### config.mk
export PLATFORM = sky130hd
export DESIGN_NAME = pc_sequencer
export DESIGN_NICKNAME = d
export VERILOG_FILES = /design/src/rtl/pc_sequencer.sv
export SDC_FILE = /design/constraint.sdc
export NUM_CORES = 1
export LEC_CHECK = 0
export CAP_MARGIN = 40
export CORE_MARGIN = 2
export CORE_UTILIZATION = 59
export CTS_BUF_LIST = sky130_fd_sc_hd__clkbuf_4 sky130_fd_sc_hd__clkbuf_8
export DETAILED_ROUTE_END_ITERATION = 10
export PLACE_DENSITY = 0.92
export SYNTH_ARGS = -nofsm -noshare
export SYNTH_HDL_FRONTEND = slang
export SYNTH_SLANG_ARGS = --single-unit
### constraint.sdc
create_clock -name clk -period 3.24 [get_ports clk]
set_input_delay 0.486 -clock clk [delete_from_list [all_inputs] [get_ports clk]]
set_output_delay 0.486 -clock clk [all_outputs]
set_load 0.01 [all_outputs]
### src/rtl/pc_sequencer.sv
// pc_sequencer: owns the program counter and sequences instruction fetch.
// Each cycle it increments, holds, takes a relative branch through a
// programmable signed offset table, halts, or (with PC_SEQ_RAS_EN defined)
// calls/returns through a small return-address stack.
//
// Optional feature macro: PC_SEQ_RAS_EN (return-address stack, call/ret).
//
// Ports:
//   clk, reset (async, active-low)
//   start, halt_req, stall          - sequencing control
//   br_en, br_taken, br_idx         - relative branch request + table index
//   call_en, ret_en                 - call/return (stack build only)
//   lut_we, lut_waddr, lut_wdata    - offset-table write port
//   prog_ctr                        - registered fetch address
//   fetch_valid                     - prog_ctr is a real fetch this cycle
//   done                            - sequencer is halted
//   ras_err                         - sticky stack overflow/underflow
module pc_sequencer #(
  parameter int unsigned D         = 12,
  parameter int unsigned L         = 3,
  parameter int unsigned RAS_DEPTH = 4
) (
  input  logic         clk,
  input  logic         reset,
  input  logic         start,
  input  logic         halt_req,
  input  logic         stall,
  input  logic         br_en,
  input  logic         br_taken,
  input  logic [L-1:0] br_idx,
  input  logic         call_en,
  input  logic         ret_en,
  input  logic         lut_we,
  input  logic [L-1:0] lut_waddr,
  input  logic [D-1:0] lut_wdata,
  output logic [D-1:0] prog_ctr,
  output logic         fetch_valid,
  output logic         done,
  output logic         ras_err
);

  localparam int unsigned LUT_N = 1 << L;

  typedef enum logic [1:0] {IDLE, RUN, FLUSH, HALTED} state_t;

  state_t       state, state_nxt;
  logic [D-1:0] pc_nxt;
  logic [D-1:0] lut [LUT_N];
  logic [D-1:0] pc_inc;
  logic [D-1:0] pc_br;

  // Signed offsets wrap naturally in D-bit two's-complement addition.
  assign pc_inc = prog_ctr + D'(1);
  assign pc_br  = prog_ctr + lut[br_idx];

  assign fetch_valid = (state == RUN) && !stall;
  assign done        = (state == HALTED);

`ifdef PC_SEQ_RAS_EN
  localparam int unsigned SPW  = $clog2(RAS_DEPTH + 1);
  localparam int unsigned IDXW = (RAS_DEPTH > 1) ? $clog2(RAS_DEPTH) : 1;

  logic [D-1:0]   ras [RAS_DEPTH];
  logic [SPW-1:0] sp;
  logic           push, pop, err_set;
  logic           ras_full, ras_empty;
  logic [D-1:0]   ras_top;

  assign ras_full  = (sp == SPW'(RAS_DEPTH));
  assign ras_empty = (sp == '0);
  assign ras_top   = ras[IDXW'(sp - SPW'(1))];
`else
  logic unused_ras;
  assign unused_ras = ^{call_en, ret_en, 1'(RAS_DEPTH)};
  assign ras_err    = 1'b0;
`endif

  // Next-state and next-PC selection.
  always_comb begin
    state_nxt = state;
    pc_nxt    = prog_ctr;
`ifdef PC_SEQ_RAS_EN
    push      = 1'b0;
    pop       = 1'b0;
    err_set   = 1'b0;
`endif
    unique case (state)
      IDLE, HALTED: begin
        if (start) begin
          state_nxt = RUN;
          pc_nxt    = '0;
        end
      end
      RUN: begin
        if (halt_req) begin
          state_nxt = HALTED;
        end else if (!stall) begin
`ifdef PC_SEQ_RAS_EN
          if (ret_en) begin
            // Underflow: flag it and keep fetching sequentially.
            if (ras_empty) begin
              err_set = 1'b1;
              pc_nxt  = pc_inc;
            end else begin
              pop       = 1'b1;
              pc_nxt    = ras_top;
              state_nxt = FLUSH;
            end
          end else if (call_en) begin
            // Overflow drops the return address but still jumps.
            if (ras_full) err_set = 1'b1;
            else          push    = 1'b1;
            pc_nxt    = pc_br;
            state_nxt = FLUSH;
          end else
`endif
          if (br_en && br_taken) begin
            pc_nxt    = pc_br;
            state_nxt = FLUSH;
          end else begin
            pc_nxt = pc_inc;
          end
        end
      end
      FLUSH: begin
        state_nxt = halt_req ? HALTED : RUN;
      end
      default: begin
        state_nxt = IDLE;
      end
    endcase
  end

  // State and program counter.
  always_ff @(posedge clk or negedge reset) begin
    if (!reset) begin
      state    <= IDLE;
      prog_ctr <= '0;
    end else begin
      state    <= state_nxt;
      prog_ctr <= pc_nxt;
    end
  end

  // Offset table; a same-cycle read of the written entry sees the old value.
  always_ff @(posedge clk or negedge reset) begin
    if (!reset) begin
      lut <= '{default: '0};
    end else if (lut_we) begin
      lut[lut_waddr] <= lut_wdata;
    end
  end

`ifdef PC_SEQ_RAS_EN
  // Return-address stack and sticky error flag.
  always_ff @(posedge clk or negedge reset) begin
    if (!reset) begin
      ras     <= '{default: '0};
      sp      <= '0;
      ras_err <= 1'b0;
    end else begin
      if (push) begin
        ras[IDXW'(sp)] <= pc_inc;
        sp             <= sp + SPW'(1);
      end else if (pop) begin
        sp <= sp - SPW'(1);
      end
      if (err_set) ras_err <= 1'b1;
    end
  end
`endif

endmodule
==> impl_metrics.json, run 1 <==
{
  "worst_skew_pair.late_latency_ns": 0.38,
  "cts_resized": 0,
  "p_leak_nw": 2.82,
  "max_freq_ghz": 0.325,
  "yosysSeqAreaShare_pct": 50.6,
  "critPathMaxFanout": 4,
  "sw_frac_of_total_pct": 31.4,
  "grt_pass1_wl_mm": 19.8,
  "postCtsHoldBufs": 0,
  "pwr-share-clk_pct": 19.5,
  "finalInstanceArea_um2": 6410,
  "r2r_slack_ns": 0.30,
  "skew_ns": 0.0129,
  "worstSetupStartpointType": "input pin",
  "synth.distinct_cells": 41,
  "arrival_ns": 3.35,
  "drc": 0,
  "ys_async_sr_fraction_pct": 100,
  "areaGrowthSynthToFinish_pct": 17.8,
  "nFillCells": 609,
  "first_pass_iters": 4,
  "placed_area_um2": 6230,
  "synthCells": 386,
  "slowest_delay_ns": 0.57,
  "core_area_um2": 9110,
  "cts_root_buf": "clkbuf_8",
  "antenna_found_initial": 0,
  "grt_max_degree": 64,
  "synth-seq-cells": 110,
  "globalplace.congestion": 0.856,
  "antenna_cells": 0,
  "worstMarginPinSlew_ns": 0.796,
  "clockBufferDepth": 2,
  "cts_tree": "yes",
  "start_util_pct": 59.8,
  "drive_above_1_share_pct": 41.0,
  "powerDensity_nw_per_um2": 623,
  "vdd_ir_drop_max_v": 0.000258,
  "track_usage_pct": 26.2,
  "dp_slack_ns": -0.268,
  "dp_hpwl_mm": 8.61,
  "final-hold-violation-count": 0,
  "cts.htree.levels": 3,
  "cts_made_buffers": 9,
  "first_global_vias": 3884,
  "setup_viol": 0,
  "ioPinCount": 43,
  "die_h_um": 100,
  "slew_headroom_pct": 47.0,
  "worstSetupEndpointType": "flip-flop",
  "crit_chain": "clkdlybuf4s50_1, mux4_2, mux2i_1, nand3_1, ha_1, fa_1, a21o_1, a21oi_2, o21ai_1, a21oi_2, o21bai_1, xor2_1, a22o_1",
  "synth_edf_count": 0,
  "dr.first_iter.drc_count": 195,
  "p_comb_share_pct": 32.9,
  "wl_per_cell_um": 21.1,
  "globalRoute.totalOverflow": 0,
  "seqPwrFrac_pct": 47.6,
  "ant_nets": 0,
  "syn_nets": 429,
  "fin_ws_ns": 0.165,
  "switching_power_mw": 1.25,
  "syn_area_um2": 5450,
  "die_area_um2": 10000,
  "finalNetCount": 501,
  "die_w_um": 100,
  "outcome": "finished clean",
  "critical_path_required_ns": 3.52,
  "critPathKind": "in -> reg",
  "final_util_pct": 70.4,
  "numPortBuffers": 39,
  "fin_crit_ns": 3.07,
  "synth_ff_type": "dfrtp_1",
  "drv_cap": 0,
  "viasPerCell": 6.15,
  "dr_total_vias": 3530,
  "crit_slowest_cell": "clkdlybuf4s50_1",
  "min_period_over_period_pct": 94.9,
  "num_rows": 35,
  "finalWirelength_mm": 12.1,
  "cts_sinks": 110,
  "total_power_mw": 4.00,
  "synth-warning-count": 0,
  "cts_setup_buffers": 0,
  "avgSynthCellArea_um2": 14.1,
  "path_common_cell": "a21oi_2",
  "clk_pin_slew_ns": 0.10,
  "p_int_mw": 2.74,
  "min_path_type": "in -> async",
  "drv_slew": 0
}
## Yosys cell counts (all sizes together) (2+ instances only)
master / count / area share (%)
dfrtp: 110 / 51
mux2: 97 / 20
mux4: 24 / 9.9
buf: 16 / 1.6
ha: 14 / 3.2
nor2: 14 / 0.97
mux2i: 12 / 2.2
a21oi: 11 / 1.1
nand2: 11 / 0.76
o21ai: 11 / 1.0
a22o: 8 / 1.3
inv: 6 / 0.41
clkbuf: 4 / 0.28
nand2b: 4 / 0.46
nor2b: 4 / 0.46
xor2: 4 / 0.64
nand3b: 3 / 0.41
nand4b: 3 / 0.48
nor3: 3 / 0.28
o21a: 3 / 0.41
o21bai: 3 / 0.41
xnor2: 3 / 0.48
a211oi: 2 / 0.28
a21o: 2 / 0.28
nand3: 2 / 0.18
nor3b: 2 / 0.28
## sequential cells by signal, indices dropped and copies added, names as in the netlist
name / flops
lut: 96
state: 2
prog_ctr: 12
## final cells by class
cell class / count / area, µm² / share of cell area [%]
Timing Repair Buffer: 81 / 723 / 11.3
Tap cell: 111 / 139 / 2.17
Clock inverter: 6 / 43.8 / 0.683
Inverter: 6 / 22.5 / 0.351
Clock buffer: 10 / 131 / 2.05
Sequential cell: 110 / 2750 / 42.9
Multi-Input combinational cell: 250 / 2600 / 40.6
## power by group through the flow
| stage | sequential, mW | clock [mW] | combinational, mW |
|---|---|---|---|
| detailed placement | 1.93 | 0 | 1.31 |
| floorplan | 1.89 | 0 | 0.812 |
| global placement | 1.89 | 0 | 1.23 |
| finish | 1.90 | 0.778 | 1.32 |
| global route | 1.95 | 0.836 | 1.44 |
| CTS | 1.90 | 0.783 | 1.32 |
## through the flow
step / instances / setup TNS (ns) / hold WS [ns]
global route: 574 / -0.0590 / 0.247
detailed placement: 558 / -1.21 / 0.489
CTS: 574 / 0 / 0.210
floorplan: 386 / 0 / 0.190
finish: 574 / 0 / 0.191
global placement: 558 / -0.654 / 0.482
## kinds of logic after synthesis
kind of cell             count (synthesis)  share of synthesized area (%)
AO/OA/AOI/OAI                           45                           5.61
XOR/XNOR                                 7                           1.13
adder cells (fa/ha/maj)                 15                           3.58
buffers and inverters                   26                           2.25
flip-flops                             110                           50.6
multiplexers                           133                           32.2
other                                    1                         0.0689
AND/OR/NAND/NOR                         49                           4.62
## final timing paths
kind                            cells past startpoint           to      start
worst max-delay path                               13  prog_ctr[8]  br_idx[1]
worst min-delay path                                1     state[1]      reset
worst max register to register                     12  prog_ctr[8]     lut[0]
worst min register to register                      1      lut[55]    lut[55]
max in group asynchronous                           2      lut[74]      reset
min in group clk                                    1      lut[55]    lut[55]
## critical path: cells and delay by family
family / cells / cell delay (ns)
compound gates: 6 / 0.92
buf+inv: 1 / 0.57
xor+xnor: 1 / 0.14
fa+ha+maj: 2 / 0.63
mux: 2 / 0.52
simple gates: 1 / 0.10
## layout by cell type, fill, tap and decap left out, types with 2 or more instances in the layout
cell type,n
nor3_2,2
a21oi_1,9
inv_6,2
nor2b_1,4
a21o_1,2
nand3b_1,3
xor2_1,4
xnor2_1,3
buf_4,41
clkinv_2,2
nand2b_1,4
nor2_1,14
nand4b_1,3
o21ai_0,9
a211oi_1,2
o21a_1,3
inv_1,6
a21oi_2,2
mux4_2,24
clkdlybuf4s50_1,37
mux2_2,97
a22o_1,8
o21bai_1,3
nor3b_2,2
dfrtp_1,110
mux2i_1,11
nand2_1,11
clkbuf_8,9
buf_12,2
ha_1,14
nand3_1,2
## routing by layer
layer	share of wire (%)	global-route usage [%]	vias up
li1	-	-	1579
met1	40	31.9	1814
met2	54	47.6	109
met3	3.9	3.83	28
met4	2.5	9.91	0
met5	0	0	-
(Power assumes the default switching activity.)
==> run 2: changes to the inputs <==
Settings changed: ABC_AREA set to 0.
==> results of run 2 <==
No change in the layout: final DEF, timing and power equal those of run 1.
==> run 3: changes to the inputs <==
Settings changed: ABC_AREA 0 to 1, CORE_UTILIZATION 59 to 50, PLACE_DENSITY 0.92 to 0.81.
==> run 3 against run 2 <==
  * Sequential power is 2% lower
  * Critical path depth up 2
  * Die area increased by 18%
  * Global-route usage is 1.4 points lower
  * First-iteration DRC count rose to 2.7 times the previous value
  * Highest routed layer unchanged
  * Area after synthesis rose by 0.85%
  * Combinational power shrank 14%
  * Synthesized cell count is 78% higher
  * Largest power group unchanged
==> impl_metrics.json, run 3 <==
{
  "finalWirelength_mm": 14.0,
  "fin_ws_ns": 0.366,
  "dr_total_vias": 4989,
  "place_inst": 856,
  "cts_tree": "yes",
  "wl_per_cell_um": 16.1,
  "cts_root_buf": "clkbuf_8",
  "clockBufferDepth": 2,
  "synth_top_area_cell": "dfrtp_1",
  "die_area_um2": 11800,
  "die_h_um": 109,
  "critPathKind": "in -> reg",
  "numPortBuffers": 39,
  "globalRoute.totalOverflow": 0,
  "grt_pass1_wl_mm": 23.1,
  "drive_above_1_share_pct": 7.24,
  "top_regs": "lut: 96 flops, prog_ctr: 12 flops, state: 2 flops",
  "first_pass_iters": 5,
  "ys_async_sr_fraction_pct": 100,
  "start_util_pct": 50.9,
  "pwr-share-clk_pct": 23.7,
  "core_area_um2": 10800,
  "clk_pin_slew_ns": 0.10,
  "use_met3_pct": 4.24,
  "synthCells": 688,
  "worst_skew_pair.late_latency_ns": 0.37,
  "ioPinCount": 43,
  "cts_resized": 0,
  "register_area_um2": 2750,
  "areaGrowthSynthToFinish_pct": 15.4,
  "largest-register": "lut",
  "critPathMaxFanout": 38,
  "seqPwrFrac_pct": 47.2,
  "busiest_layer": "met2",
  "num_rows": 38,
  "die_w_um": 109,
  "p_int_mw": 2.61,
  "dp_hpwl_mm": 9.64,
  "most-common-layout-cells": "nand2_1 (155), o21ai_0 (127), dfrtp_1 (110), nor2_1 (90), inv_1 (43)",
  "worstMarginPinSlew_ns": 0.899,
  "dp_slack_ns": -0.00302,
  "antenna_cells": 0,
  "synth_edf_count": 0,
  "cts_sinks": 110,
  "drc": 0,
  "yosysSeqAreaShare_pct": 50.1,
  "synth.distinct_cells": 34,
  "p_comb_share_pct": 29.1,
  "p_leak_nw": 2.99,
  "synth_most_common_cell": "nand2_1",
  "reg2reg_to": "prog_ctr[7]",
  "dr.first_iter.drc_count": 523,
  "antenna_found_initial": 0,
  "placed_area_um2": 6110,
  "vdd_ir_drop_max_v": 0.000309,
  "critical_path_required_ns": 3.51,
  "final-hold-violation-count": 0,
  "globalplace.congestion": 0.913,
  "arrival_ns": 3.14,
  "reg2reg_from": "lut[13]",
  "ant_nets": 0,
  "instances_no_fill": 872,
  "fin_crit_ns": 2.87,
  "setup_viol": 0,
  "r2r_cells": 13,
  "finalInstanceArea_um2": 6340,
  "avgSynthCellArea_um2": 7.98,
  "drv_slew": 0,
  "postCtsHoldBufs": 0,
  "sw_frac_of_total_pct": 33.8,
  "cts.htree.levels": 3,
  "cts_made_buffers": 9,
  "outcome": "finished clean",
  "track_usage_pct": 24.9,
  "drv_cap": 0,
  "synth_ff_type": "dfrtp_1",
  "rsz0062_at_grt": "false",
  "grtUsageMet1_pct": 33.3,
  "r2r_slack_ns": 1.04,
  "min_path_type": "in -> async",
  "finalNetCount": 770,
  "first_global_vias": 4836,
  "largest_register_ffs": 96,
  "worstSetupStartpointType": "input pin",
  "grt_max_degree": 46,
  "skew_ns": 0.0152,
  "cts_setup_buffers": 0,
  "slew_headroom_pct": 39.9,
  "max_freq_ghz": 0.348,
  "final_common_cell": "nand2_1",
  "powerDensity_nw_per_um2": 621,
  "synth-seq-cells": 110,
  "multi_input_area_um2": 2380,
  "min_period_over_period_pct": 88.7,
  "viasPerCell": 5.72,
  "grt_use_met2_pct": 41.6,
  "worstSetupEndpointType": "flip-flop",
  "synth-warning-count": 0,
  "syn_nets": 731,
  "syn_area_um2": 5490,
  "switching_power_mw": 1.33,
  "nFillCells": 934,
  "synth_area_leaders": "dfrtp_1 (50%), o21ai_0 (12%), nand2_1 (11%), nor2_1 (6.2%), ha_1 (3.2%)",
  "synth_top_area_share_pct": 50.1,
  "synth_common_cells": "nand2_1 (155), o21ai_0 (127), dfrtp_1 (110)"
}
run 3: stage by stage:
stage,util [%],power (mW),setup TNS (ns),hold slack (ns)
finish,58.7,3.94,0,0.0347
detailed placement,56.6,3.02,-0.00302,0.455
global placement,56.4,2.93,0,0.460
global route,58.7,4.19,0,0.0505
floorplan,-,2.56,0,0.190
CTS,58.7,3.94,0,0.0466
run 3: how the worst max path moves through the flow:
stage,from,end,slack [ns],depth (start not counted)
after floorplan,br_idx[0],prog_ctr[11],0.93,17
after CTS,br_idx[1],prog_ctr[8],0.39,15
after detailed placement,br_idx[1],prog_ctr[8],-0.003,15
after global placement,br_idx[0],prog_ctr[11],0.08,16
after global routing,br_idx[0],prog_ctr[11],0.13,16
final,br_idx[0],prog_ctr[7],0.37,15
run 3: power groups by stage:
stage	logic, mW	clock network [mW]	registers [mW]
final	1.14	0.932	1.86
after CTS	1.14	0.942	1.85
after global placement	1.08	0	1.86
after detailed placement	1.14	0	1.88
after global routing	1.29	0.998	1.89
after floorplan	0.705	0	1.85
run 3: logic make-up after synthesis:
logic type / after synthesis / share of synthesized area, %
and+or+nand+nor: 269 / 19.6
other: 1 / 0.0683
AOI/OAI and AO/OA: 209 / 20.1
buffers and inverters: 83 / 6.45
DFF: 110 / 50.1
xor gates and xnor gates: 1 / 0.160
adders and majority gates: 15 / 3.55
run 3: critical path, cell delays in order:
cell,delay (ns)
clkdlybuf4s50_1,0.62
buf_12,0.24
o21ai_0,0.12
o22ai_1,0.17
o21ai_1,0.09
nor2_1,0.28
ha_1,0.30
nand2_1,0.09
inv_1,0.05
a21oi_1,0.20
inv_1,0.08
a21oi_1,0.20
nand2_1,0.08
nand2_1,0.06
o21ai_1,0.05
run 3: metal layers:
layer	vias up	routed length [µm]	share of wire, %
met4	0	157	1.1
met5	-	0	0
met3	21	959	6.8
li1	2350	-	-
met2	212	6900	49
met1	2406	6020	43
run 3: layout make-up:
type	instances	area share, %
inverter	48	2.86
timing repair buffer	63	9.76
clock inverter	7	1.58
tap	140	2.76
sequential	110	43.4
multi-input combinational	495	37.6
clock buffer	9	1.95
